--- src/rtl/mc_pricing_pkg.sv ---
`default_nettype none
// ============================================================================
// Module      : mc_pricing_pkg
// Description : Shared types and helpers for the Monte Carlo pricing array:
//               controller state encoding, payoff mode codes and the
//               reduction-sum width helper.
// Revision    : 1.0 - initial release
// ============================================================================
package mc_pricing_pkg;

   // Controller states
   typedef enum logic [1:0] {
      ST_IDLE   = 2'd0,
      ST_RUN    = 2'd1,
      ST_REDUCE = 2'd2,
      ST_DONE   = 2'd3
   } state_t;

   // Payoff mode encoding on the mode input
   localparam logic MODE_CALL = 1'b0;
   localparam logic MODE_PUT  = 1'b1;

   // Width of the cross-lane sum: one lane accumulator plus log2 of the lane count
   function automatic int acc_width(input int data_w, input int npath_log2, input int core_num);
      return data_w + npath_log2 + $clog2(core_num);
   endfunction

endpackage : mc_pricing_pkg
`default_nettype wire

--- src/rtl/mc_payoff_lane.sv ---
`default_nettype none
// ============================================================================
// Module      : mc_payoff_lane
// Description : One payoff/accumulate lane. Computes the call or put payoff
//               of a path sample against the strike and adds it into a
//               private accumulator when enabled. A clear empties the
//               accumulator at the start of each run.
// Revision    : 1.0 - initial release
// ============================================================================
module mc_payoff_lane
   import mc_pricing_pkg::*;
#(
   parameter int DATA_W = 12,
   parameter int ACC_W  = 20
) (
   input  logic              clk,
   input  logic              rst_n,
   input  logic              en,
   input  logic              clr,
   input  logic [DATA_W-1:0] path,
   input  logic [DATA_W-1:0] k,
   input  logic              mode,
   output logic [ACC_W-1:0]  acc
);

   logic [DATA_W-1:0] payoff;
   logic [ACC_W-1:0]  acc_d;
   logic [ACC_W-1:0]  acc_q;

   // Payoff clamps at zero: out-of-the-money samples contribute nothing
   always_comb begin
      payoff = '0;
      if (mode == MODE_CALL) begin
         if (path > k) payoff = path - k;
      end else begin
         if (k > path) payoff = k - path;
      end
   end

   // Clear wins over accumulate; the clear only occurs while no samples flow
   always_comb begin
      acc_d = acc_q;
      if (clr) begin
         acc_d = '0;
      end else if (en) begin
         acc_d = acc_q + ACC_W'(payoff);
      end
   end

   // Accumulator register
   always_ff @(posedge clk) begin
      if (!rst_n) acc_q <= '0;
      else        acc_q <= acc_d;
   end

   assign acc = acc_q;

endmodule : mc_payoff_lane
`default_nettype wire

--- src/rtl/mc_pricing_array.sv ---
`default_nettype none
// ============================================================================
// Module      : mc_pricing_array
// Description : Monte Carlo option-pricing aggregator. Path samples arriving
//               over valid/ready are dealt round-robin to CORE_NUM payoff
//               lanes; after CORE_NUM << NPATH_LOG2 samples the lane sums are
//               reduced one lane per cycle and the floor-averaged payoff is
//               presented over an output valid/ready handshake.
// Revision    : 1.0 - initial release
// ============================================================================
module mc_pricing_array
   import mc_pricing_pkg::*;
#(
   parameter int CORE_NUM   = 4,
   parameter int DATA_W     = 12,
   parameter int NPATH_LOG2 = 8
) (
   input  logic              clk,
   input  logic              rst_n,
   input  logic              start,
   input  logic              mode,
   input  logic [DATA_W-1:0] K,
   input  logic              in_valid,
   input  logic [DATA_W-1:0] in_path,
   output logic              in_ready,
   output logic              out_valid,
   output logic [DATA_W-1:0] out_price,
   input  logic              out_ready,
   output logic              busy
);

   localparam int PTR_W = $clog2(CORE_NUM);
   localparam int ACC_W = DATA_W + NPATH_LOG2;
   localparam int SUM_W = acc_width(DATA_W, NPATH_LOG2, CORE_NUM);
   localparam int SHIFT = NPATH_LOG2 + PTR_W;
   localparam int CNT_W = SHIFT;

   localparam logic [CNT_W-1:0] CNT_LAST = '1;
   localparam logic [PTR_W-1:0] RED_LAST = PTR_W'(CORE_NUM - 1);

   state_t            state_q,     state_d;
   logic [PTR_W-1:0]  lane_ptr_q,  lane_ptr_d;
   logic [CNT_W-1:0]  cnt_q,       cnt_d;
   logic [PTR_W-1:0]  red_idx_q,   red_idx_d;
   logic [SUM_W-1:0]  sum_q,       sum_d;
   logic [DATA_W-1:0] out_price_q, out_price_d;
   logic [DATA_W-1:0] k_q,         k_d;
   logic              mode_q,      mode_d;

   logic              accept;
   logic              lane_clr;
   logic [SUM_W-1:0]  reduce_sum;
   logic [ACC_W-1:0]  lane_acc [CORE_NUM];

   assign in_ready  = (state_q == ST_RUN);
   assign out_valid = (state_q == ST_DONE);
   assign busy      = (state_q != ST_IDLE);
   assign out_price = out_price_q;
   assign accept    = in_valid && in_ready;

   // Running sum including the lane currently selected by the reducer
   assign reduce_sum = sum_q + SUM_W'(lane_acc[red_idx_q]);

   // Lanes: only the lane under the dispatch pointer sees the accepted sample
   for (genvar g = 0; g < CORE_NUM; g++) begin : g_lane
      mc_payoff_lane #(
         .DATA_W (DATA_W),
         .ACC_W  (ACC_W)
      ) u_lane (
         .clk   (clk),
         .rst_n (rst_n),
         .en    (accept && (lane_ptr_q == PTR_W'(g))),
         .clr   (lane_clr),
         .path  (in_path),
         .k     (k_q),
         .mode  (mode_q),
         .acc   (lane_acc[g])
      );
   end

   // Next-state, dispatch and reduction control
   always_comb begin
      state_d     = state_q;
      lane_ptr_d  = lane_ptr_q;
      cnt_d       = cnt_q;
      red_idx_d   = red_idx_q;
      sum_d       = sum_q;
      out_price_d = out_price_q;
      k_d         = k_q;
      mode_d      = mode_q;
      lane_clr    = 1'b0;

      case (state_q)
         ST_IDLE: begin
            if (start) begin
               k_d        = K;
               mode_d     = mode;
               lane_clr   = 1'b1;
               lane_ptr_d = '0;
               cnt_d      = '0;
               red_idx_d  = '0;
               sum_d      = '0;
               state_d    = ST_RUN;
            end
         end
         ST_RUN: begin
            if (accept) begin
               // Both counters are powers of two, so they wrap naturally;
               // the sample counter reaches its wrap exactly at run end.
               lane_ptr_d = lane_ptr_q + 1'b1;
               cnt_d      = cnt_q + 1'b1;
               if (cnt_q == CNT_LAST) begin
                  red_idx_d = '0;
                  state_d   = ST_REDUCE;
               end
            end
         end
         ST_REDUCE: begin
            sum_d     = reduce_sum;
            red_idx_d = red_idx_q + 1'b1;
            if (red_idx_q == RED_LAST) begin
               // Floor divide by the sample count; the quotient fits DATA_W
               out_price_d = DATA_W'(reduce_sum >> SHIFT);
               state_d     = ST_DONE;
            end
         end
         ST_DONE: begin
            if (out_ready) state_d = ST_IDLE;
         end
         default: state_d = ST_IDLE;
      endcase
   end

   // Control and datapath registers
   always_ff @(posedge clk) begin
      if (!rst_n) begin
         state_q     <= ST_IDLE;
         lane_ptr_q  <= '0;
         cnt_q       <= '0;
         red_idx_q   <= '0;
         sum_q       <= '0;
         out_price_q <= '0;
         k_q         <= '0;
         mode_q      <= MODE_CALL;
      end else begin
         state_q     <= state_d;
         lane_ptr_q  <= lane_ptr_d;
         cnt_q       <= cnt_d;
         red_idx_q   <= red_idx_d;
         sum_q       <= sum_d;
         out_price_q <= out_price_d;
         k_q         <= k_d;
         mode_q      <= mode_d;
      end
   end

endmodule : mc_pricing_array
`default_nettype wire

--- config.mk ---
export PLATFORM = sky130hd
export DESIGN_NAME = mc_pricing_array
export DESIGN_NICKNAME = d
export VERILOG_FILES = /design/src/rtl/mc_pricing_pkg.sv /design/src/rtl/mc_payoff_lane.sv /design/src/rtl/mc_pricing_array.sv
export SDC_FILE = /design/constraint.sdc
export NUM_CORES = 1
export LEC_CHECK = 0
export ABC_CLOCK_PERIOD_IN_PS = 5100
export CAP_MARGIN = 15
export CORE_ASPECT_RATIO = 0.75
export CORE_MARGIN = 2
export CORE_UTILIZATION = 55
export CTS_CLUSTER_DIAMETER = 150
export DETAILED_ROUTE_END_ITERATION = 8
export GPL_TIMING_DRIVEN = 1
export PLACE_DENSITY = 0.76
export SYNTH_ARGS = -nofsm -noshare
export SYNTH_HDL_FRONTEND = slang
export SYNTH_SLANG_ARGS = --single-unit
--- constraint.sdc ---
create_clock -name clk -period 5.1 [get_ports clk]
set_clock_uncertainty 0.15 [all_clocks]
set_input_delay 1.02 -clock clk [delete_from_list [all_inputs] [get_ports clk]]
set_output_delay 1.02 -clock clk [all_outputs]
set_load 0.01 [all_outputs]
==> results.json <==
{
  "hold-path-endpoint": "g_lane[3].u_lane.acc[10]$_SDFFE_PP0P_",
  "p_seq_share_pct": 26.8,
  "p_total_uw": 4542,
  "cpMaxStageDelayCell": "o41a_1",
  "clk_latency_ps": 440,
  "clock_path_buffers": 2,
  "synth_ff_type": "dfxtp_1",
  "area_growth_pct": 28.65,
  "syn-cell-area_um2": 10810,
  "wl_per_cell_um": 18.34,
  "yosysTopAreaCell": "dfxtp_1",
  "hold_viol": 0,
  "tightest_slew_ps": 788.1,
  "place_ws_ps": -635.4,
  "vias": 11080,
  "syn_inst": 1346,
  "setup_viol": 0,
  "cp.required_ps": 5270,
  "dr.max_layer_used": "met4",
  "vdd_drop_max_v": 0.0003042,
  "ys_warn_count": 0,
  "ant_nets": 0,
  "critical_path_class": "in2reg",
  "hp-class": "reg2reg",
  "yosysSeqAreaShare_pct": 26.48,
  "numCtsBuffers": 17,
  "p_comb_share_pct": 45.9,
  "portBuffers": 44,
  "switching_share_pct": 39.28,
  "setup_slack_ps": 101.9,
  "fin_nets": 1684,
  "cts_sinks": 143,
  "dp_hpwl_um": 24480,
  "dpl_cell_area_um2": 12680,
  "first_iter_violations": 1031,
  "slew_violations": 0,
  "firstDrtPassIters": 5,
  "die-area_um2": 20810,
  "rr_worst_depth": 20,
  "max_stage_delay_ps": 500,
  "ys_ff_latch": 143,
  "intPower_uw": 2758,
  "fmax_mhz": 200.1,
  "antenna_found_initial": 0,
  "drive_above_1_share_pct": 22.12,
  "synth.avg_cell_area_um2": 8.033,
  "cp_cell_sequence": "clkdlybuf4s50_1, inv_1, buf_4, ha_1, and3_4, and4b_1, a211oi_2, buf_4, buf_6, a22oi_2, a21oi_4, ha_4, nand2_2, nor3_2, o41a_1, o211ai_2, a2111oi_4, a311o_1",
  "synth_fp_nets": 1488,
  "routed_via_density": 6.129,
  "post-route-drc-count": 0,
  "reg2reg_to": "g_lane[3].u_lane.acc[18]$_SDFFE_PP0P_",
  "wl_met1_um": 15210,
  "fin_util_pct": 71.99,
  "p_leak_uw": 0.005781,
  "die_width_um": 165.9,
  "synth_edf_count": 0,
  "die_h_um": 125.4,
  "synth.distinct_cells": 81,
  "synth.area.top_cells": "dfxtp_1, ha_1, a21oi_1",
  "dr_wl_met3_um": 3094,
  "h-tree-depth": 4,
  "placementRows": 44,
  "root_buffer": "clkbuf_16",
  "core_area_um2": 19320,
  "grt_remaining_overflow": 0,
  "cap_violations": 0,
  "pin_count": 45,
  "wl_met2_um": 14270,
  "clkTransAtPathRegs_ps": 70,
  "min_from": "g_lane[3].u_lane.acc[10]$_SDFFE_PP0P_",
  "outcome": "finished clean",
  "grt_usage_pct": 30.98,
  "synth-async-reset-ratio_pct": 0,
  "cts_tree": "built",
  "clockPowerShare_pct": 27.3,
  "crit_path_max_fanout": 7,
  "grt_max_degree": 45,
  "switchingPower_uw": 1784,
  "wirelength_um": 33160,
  "first_global_vias": 10490,
  "worst_path_most_repeated_cell": "buf_4",
  "endpoint_kind": "flip-flop",
  "whs_path_depth": 2,
  "ff2ff_setup_slack_ps": 650,
  "initial_core_util_pct": 55.96,
  "pwr_density_cell_nw_per_um2": 326.5,
  "place.gp.congestion": 0.9728,
  "layout_worst_path_cycle_share_pct": 98.00,
  "fin_area_um2": 13910,
  "whs_ps": 320.0,
  "yosysTopAreaCellShare_pct": 26.48,
  "num_antenna_cells": 0,
  "r2r_start": "k_q[0]$_SDFFE_PN0P_",
  "startpoint_type": "primary input",
  "fin_crit_ps": 4998,
  "crit_arrival_ps": 5170,
  "slew_headroom_pct": 47.46,
  "grt_pass1_wl_um": 52640
}
## power by group through the flow
stage,clock (uW),combinational [uW],sequential (uW)
2_1_floorplan,0,1080,1220
3_3_place_gp,0,1740,1230
3_5_place_dp,0,1790,1240
4_1_cts,1250,1830,1210
5_1_grt,1300,2250,1220
6_report,1240,2080,1220
## how the worst max path moves through the flow
stage / to / depth (start not counted) / startpoint
detailed placement: g_lane[0].u_lane.acc[14]$_SDFFE_PP0P_ / 20 / in_path[0]
global route: g_lane[1].u_lane.acc[14]$_SDFFE_PP0P_ / 22 / in_path[2]
global placement: g_lane[2].u_lane.acc[11]$_SDFFE_PP0P_ / 19 / in_path[0]
finish: g_lane[2].u_lane.acc[11]$_SDFFE_PP0P_ / 18 / in_path[1]
CTS: g_lane[2].u_lane.acc[11]$_SDFFE_PP0P_ / 20 / in_path[0]
floorplan: g_lane[2].u_lane.acc[11]$_SDFFE_PP0P_ / 18 / in_path[0]
## critical path, delay by kind of cell
kind | cells | cell delay (ps)
compound gates | 7 | 1930
fa+ha+maj | 2 | 580
buf+inv | 5 | 1110
simple gates | 4 | 510
## final cells by class
class / count / area [um^2]
Clock buffer: 17 / 425.4
Multi-Input combinational cell: 1081 / 8014
Timing Repair Buffer: 236 / 1909
Sequential cell: 143 / 2863
Tap cell: 253 / 316.6
Inverter: 63 / 236.5
Clock inverter: 15 / 146.4
Fill cell: 1385 / 5413
## logic make-up (layout without fill, tap and decap cells)
group | count (synthesis) | after routing | synth area share [%]
flip-flops | 143 | 143 | 26.48
buffers and inverters | 122 | 331 | 4.443
adder cells (fa/ha/maj) | 112 | 112 | 13.45
AO/OA/AOI/OAI | 396 | 396 | 24.15
XOR/XNOR | 64 | 64 | 5.184
multiplexers | 28 | 28 | 4.918
AND/OR/NAND/NOR | 481 | 481 | 21.38
## per-layer routing
metal  up-vias  GRT usage [%]
met1      5267          44.72
met2       470          46.67
met4         0          8.849
li1       5295              -
met3        49          6.679
met5         -              0
## registers in the layout, indices dropped and copies added (netlist names)
name	count
lane_ptr_q	2
state_q	2
g_lane.u_lane.acc	80
red_idx_q	2
mode_q	1
cnt_q	10
k_q	12
sum_q	22
out_price	12
## layout by cell type, fill, tap and decap left out, types with 16 or more instances in the layout
cell and n:
mux4_2 20, nand2b_1 16, a21o_1 33, buf_4 188, or3_1 17, inv_1 57
clkbuf_16 17, clkdlybuf4s50_1 39, o21ai_0 62, xnor2_1 33, nor3_1 25, o21a_1 19
a21oi_1 108, nand4_1 18, nor2_1 117, ha_1 88, dfxtp_1 143, nand3_1 40
xor2_1 31, nand2_1 153
## metrics by stage
step                cells  setup TNS, ps
floorplan            1346              0
global placement     1764         -15300
detailed placement   1764         -21830
CTS                  1796              0
global route         1808         -148.3
finish               1808              0
## repair_timing
action / 4_1_cts / 5_1_grt
setup endpoints to repair: 20 / 48
gates cloned: 0 / 1
pin swaps: 1 / 37
hold buffers: 0 / 0
resized for setup: 19 / 94
setup buffers: 0 / 11
## synth_stat cells (4+ instances only)
cell type	instances
nand3_1	42
o2111ai_1	4
o21bai_1	9
or3_1	17
xor2_1	31
o31ai_1	8
nand4b_1	8
a41oi_1	4
clkbuf_1	44
a21o_1	33
nor2b_1	18
xnor2_1	33
or2_2	4
nand4_1	18
a211o_1	8
a211oi_1	21
buf_1	6
a221oi_1	7
a22oi_1	12
mux2i_1	7
mux4_2	20
nor2_1	118
and3_1	12
nor4_1	6
buf_2	5
and2_1	14
nor3b_1	4
and4_1	5
o211ai_1	11
a22o_1	5
nand2b_1	16
o21a_1	22
o21ai_0	70
ha_1	105
nand2_1	155
inv_1	62
a31oi_1	15
o31a_1	4
a21oi_1	117
nor3_1	27
fa_1	7
a32oi_1	4
dfxtp_1	143
a31o_2	6
Power figures use the tool's default switching activity.
